==> config.mk <==
export PLATFORM = sky130hd
export DESIGN_NAME = debounce_fsm_flat
export DESIGN_NICKNAME = d
export VERILOG_FILES = /design/src/rtl/debounce_fsm_if.sv /design/src/rtl/debounce_fsm.sv /design/src/flat_wrapper.sv
export SDC_FILE = /design/constraint.sdc
export NUM_CORES = 1
export LEC_CHECK = 0
export BUFFER_PORTS_ARGS = -buffer_cell sky130_fd_sc_hd__buf_2
export CORE_ASPECT_RATIO = 1.5
export CORE_MARGIN = 3
export CORE_UTILIZATION = 25
export CTS_CLUSTER_SIZE = 16
export DETAILED_ROUTE_END_ITERATION = 10
export MAX_ROUTING_LAYER = met4
export PLACE_DENSITY = 0.39
export SETUP_SLACK_MARGIN = 0.2
export SYNTH_ARGS = -nofsm -noshare
export SYNTH_HDL_FRONTEND = slang
export SYNTH_SLANG_ARGS = --single-unit
==> constraint.sdc <==
create_clock -name clk -period 2.4 [get_ports clk]
set_input_delay 0.12 -clock clk [delete_from_list [all_inputs] [get_ports clk]]
set_output_delay 0.12 -clock clk [all_outputs]
set_load 0.005 [all_outputs]
==> src/rtl/debounce_fsm_if.sv <==
// Signal bundle for debounce_fsm: raw switches and tick in, clean levels and press pulses out.
// state_dbg packs each channel's 2-bit FSM state, channel i in bits [2*i+1:2*i].
interface debounce_fsm_if #(
  parameter int W = 4
);
  // No valid/ready handshake: ms10_tick is a single-cycle strobe, sw is a level,
  // db_level is a level, and db_tick is a single-cycle strobe per accepted press.
  logic           ms10_tick;
  logic [W-1:0]   sw;
  logic [W-1:0]   db_level;
  logic [W-1:0]   db_tick;
  logic [2*W-1:0] state_dbg;

  modport master (
    output ms10_tick, sw,
    input  db_level, db_tick, state_dbg
  );

  modport slave (
    input  ms10_tick, sw,
    output db_level, db_tick, state_dbg
  );
endinterface

==> src/rtl/debounce_fsm.sv <==
// Multi-channel debouncer: a change is accepted only after STAGES stable ms10_tick periods.
// Optional macro DEBOUNCE_SYNC_EN inserts a 2-FF synchronizer on every sw bit.
module debounce_fsm #(
  parameter int W      = 4,
  parameter int STAGES = 3
) (
  input  logic          clk,
  input  logic          reset,
  debounce_fsm_if.slave bus
);
  localparam int CW = $clog2(STAGES + 1);

  typedef enum logic [1:0] {ZERO, WAIT1, ONE, WAIT0} state_t;

  state_t          state [W];
  logic   [CW-1:0] cnt   [W];
  logic   [W-1:0]  s;
  logic   [W-1:0]  db_level_q;
  logic   [W-1:0]  db_tick_q;

`ifdef DEBOUNCE_SYNC_EN
  logic [W-1:0] sync1;
  logic [W-1:0] sync2;

  always_ff @(posedge clk or posedge reset) begin
    if (reset) begin
      sync1 <= '0;
      sync2 <= '0;
    end else begin
      sync1 <= bus.sw;
      sync2 <= sync1;
    end
  end

  assign s = sync2;
`else
  assign s = bus.sw;
`endif

  // db_level only moves on acceptance, so it always equals (state in {ONE, WAIT0}).
  always_ff @(posedge clk or posedge reset) begin
    if (reset) begin
      for (int i = 0; i < W; i++) begin
        state[i] <= ZERO;
        cnt[i]   <= '0;
      end
      db_level_q <= '0;
      db_tick_q  <= '0;
    end else begin
      for (int i = 0; i < W; i++) begin
        db_tick_q[i] <= 1'b0;
        case (state[i])
          ZERO: begin
            if (s[i]) begin
              state[i] <= WAIT1;
              cnt[i]   <= CW'(STAGES);
            end
          end
          WAIT1: begin
            if (!s[i]) begin
              state[i] <= ZERO;
            end else if (bus.ms10_tick) begin
              if (cnt[i] == CW'(1)) begin
                state[i]      <= ONE;
                db_level_q[i] <= 1'b1;
                db_tick_q[i]  <= 1'b1;
              end else begin
                cnt[i] <= cnt[i] - CW'(1);
              end
            end
          end
          ONE: begin
            if (!s[i]) begin
              state[i] <= WAIT0;
              cnt[i]   <= CW'(STAGES);
            end
          end
          WAIT0: begin
            if (s[i]) begin
              state[i] <= ONE;
            end else if (bus.ms10_tick) begin
              if (cnt[i] == CW'(1)) begin
                state[i]      <= ZERO;
                db_level_q[i] <= 1'b0;
              end else begin
                cnt[i] <= cnt[i] - CW'(1);
              end
            end
          end
          default: state[i] <= ZERO;
        endcase
      end
    end
  end

  assign bus.db_level = db_level_q;
  assign bus.db_tick  = db_tick_q;

  for (genvar g = 0; g < W; g++) begin : g_dbg
    assign bus.state_dbg[2*g +: 2] = state[g];
  end
endmodule
==> src/flat_wrapper.sv <==
// flat-port wrapper written by rule: the top's interface ports become plain ports
module debounce_fsm_flat 
#(
  parameter int W      = 4,
  parameter int STAGES = 3
)
  (clk, reset, bus_ms10_tick, bus_sw, bus_db_level, bus_db_tick, bus_state_dbg);
  debounce_fsm_if #(.W(W)) bus_i ();
  input  logic clk;
  input  logic reset;
  input wire logic [$bits(bus_i.ms10_tick)-1:0] bus_ms10_tick;
  input wire logic [$bits(bus_i.sw)-1:0] bus_sw;
  output wire logic [$bits(bus_i.db_level)-1:0] bus_db_level;
  output wire logic [$bits(bus_i.db_tick)-1:0] bus_db_tick;
  output wire logic [$bits(bus_i.state_dbg)-1:0] bus_state_dbg;
  assign bus_i.ms10_tick = bus_ms10_tick;
  assign bus_i.sw = bus_sw;
  assign bus_db_level = bus_i.db_level;
  assign bus_db_tick = bus_i.db_tick;
  assign bus_state_dbg = bus_i.state_dbg;
  debounce_fsm #(.W(W), .STAGES(STAGES)) u_core (.clk(clk), .reset(reset), .bus(bus_i));
endmodule
==> results.cfg <==
[status]
status = completed

[final_layout]
final_cell_count_no_fill = 217
final_nets = 167
diodes = 0
syn_to_final_growth_pct = 17.44
drive_above_1_share = 0.2252

[floorplanning]
num_rows = 31
die-area_mm2 = 0.006206
core_area_mm2 = 0.004965
die-height_um = 95.00
pin_count = 23
start_util = 0.2659
fp.dieW_um = 65.33

[clock_tree]
root_buffer = clkbuf_8
htreeDepth = 1
clock-sinks = 24
post_cts_buffers = 0
insertion_delay_ns = 0.27
cts_hold_repair.buffers = 0
cts_buffers = 3
cts_tree = done
cts_buffer_depth = 2
clkTransAtPathRegs_ns = 0.09
cts_resized = 0

[placement]
detailed_place_hpwl_mm = 2.024
port_buffers = 22
place_congestion = 0.7157
dp.cells = 213

[timing]
finalCritPeriodShare = 0.5635
slew_headroom = 0.3741
finClkSkew_ns = 0.004679
setup_viol = 0
post-route-min-period_ns = 1.352
tightest_slew_ns = 0.9379
tns_ns = 0
grt_setup_unrepaired = no
slew_viol_final = 0
max_freq_mhz = 739.5
hold_viol = 0

[synth]
syn_area_per_cell_um2 = 10.08
synth.most_common_cell = dfrtp_1
synth_area_leader_cell = dfrtp_1
synth_seq_cells = 24
synth_ff_type = dfrtp_1
yosysTopAreaCellShare = 0.4550
synthCells = 131
synth_compound_area_frac = 0.1479
ys_warn_count = 0
synth_edf_count = 0
synth_common_cells = dfrtp_1, a21oi_1, nor2_1
ys_seq_area_frac = 0.4550
synth_top_family_by_area = simple AND/OR/NAND/NOR gates
synth_area_mm2 = 0.001320
synth_nets = 146
synthTopCellsByArea = dfrtp_1, ha_1, a21oi_1
synthSimpleGateAreaFrac = 0.1962
ys_async_sr_fraction = 1.000
synthMuxAreaShare = 0.02844
yosys.area_share.adder = 0.07583
synth_xor_area_frac = 0.05118
ys_types = 31

[critical_path]
endpoint_kind = flop
critPathArrivalTime_ns = 1.48
critPathTopFamily = simple AND/OR/NAND/NOR gates
cp.buffers_inverters = 0
crit_path_max_fanout = 5
worstPathRequired_ns = 2.53
startpoint_type = flop
reg2reg_setup_slack_ns = 1.05
slowest_stage = dfrtp_1
slowest_delay_ns = 0.44
critPathKind = reg2reg
crit_chain = ha_1 > nand2b_1 > nor4b_2 > a311oi_1

[drt]
drt_pre_antenna_iters = 4
routed_via_density = 4.770
antenna_left = 0
wl_per_cell_um = 12.57
vias = 1035
drt-initial-drc-count = 32
drc = 0
drt_wl_total_mm = 2.727

[global_route]
grt_max_degree = 25
overflow = 0
grt_pass1_vias = 1057
grt_pass1_wl_mm = 4.747
antenna_found_initial = 0
grt_usage = 0.1009

[pwr]
p_leak_nw = 0.7264
p_per_area_mw_per_mm2 = 900.3
ir_drop_mv = 0.3124

[min_path]
hp-class = in2async

[flow_run]
maxCapViolations = 0
-- cells by family after synthesis --
group	Yosys count
buffers and inverters	13
muxes	3
AOI/OAI and AO/OA	32
xor gates and xnor gates	6
DFF	24
and+or+nand+nor	45
adders and majority gates	8
-- through the flow --
step	util	hold slack (ns)	power, mW	cell area, um2	worst slack [ns]
6_report	0.3122	0.04269	1.396	1550	1.048
5_1_grt	0.3122	0.1428	1.507	1550	0.9569
4_1_cts	0.3122	0.1018	1.420	1550	1.051
3_5_place_dp	0.2979	0.4021	1.049	1479	1.062
3_3_place_gp	0.2979	0.4013	1.034	1479	1.120
2_1_floorplan	-	0.1346	0.9111	1320	1.171
-- layer usage --
| layer | global-route usage | share of wire | routed length (um) |
|---|---|---|---|
| met1 | 0.1072 | 0.40 | 1097 |
| met2 | 0.1792 | 0.53 | 1452 |
| met3 | 0.02143 | 0.054 | 146 |
| met4 | 0.04152 | 0.011 | 31 |
| met5 | - | 0 | 0 |
-- cells in the final DEF (no fill, tap or decap) --
cell type,synthesis,routed
nand4b_1,1,1
nor2_1,12,12
o22ai_1,2,2
ha_1,8,8
nand4_1,2,2
a21boi_2,1,1
xor2_1,4,4
mux2_4,1,1
a21oi_1,14,14
nand3_1,8,8
nand2b_1,7,7
and3b_1,1,1
inv_1,7,7
nand3b_1,2,2
nor2b_1,3,3
o21ai_0,6,6
buf_2,3,22
a41oi_1,2,2
bufinv_16,0,1
nor4b_2,2,2
xnor2_2,2,2
dfrtp_1,24,24
clkbuf_8,0,3
nor3_1,2,2
nand2_1,2,2
a31oi_1,2,2
o22a_1,1,1
mux2_2,2,2
a311oi_1,2,2
and3_1,3,3
a211oi_1,2,2
-- final timing paths --
check,cells after the start,end,from
worst min register to register,1,u_core.cnt[1],u_core.cnt[1]
worst max register to register,4,u_core.cnt[7],u_core.cnt[6]
worst min-delay path,2,u_core.bus.db_tick[2],reset
max in group asynchronous,2,u_core.cnt[4],reset
worst max-delay path,4,u_core.cnt[7],u_core.cnt[6]
min in group clk,3,u_core.bus.db_tick[3],bus_sw[3]
-- report_power, final --
| group | switching [mW] | leakage, nW | total [mW] | internal [mW] |
|---|---|---|---|---|
| Sequential | 0.109 | 0.288 | 0.615 | 0.505 |
| Combinational | 0.214 | 0.403 | 0.422 | 0.208 |
| Clock | 0.137 | 0.0357 | 0.360 | 0.223 |
| Total | 0.460 | 0.726 | 1.40 | 0.936 |
-- layout make-up --
cell class | instances | area [um2]
fillers | 543 | 3415
multi-input cells | 94 | 659.4
flip-flops and latches | 24 | 600.6
repair buffers | 22 | 110.1
well taps | 66 | 82.58
clock buffers | 3 | 41.29
clock inverters | 1 | 30.03
inverters | 7 | 26.28
Note: power is estimated with default switching activity, not from simulation.
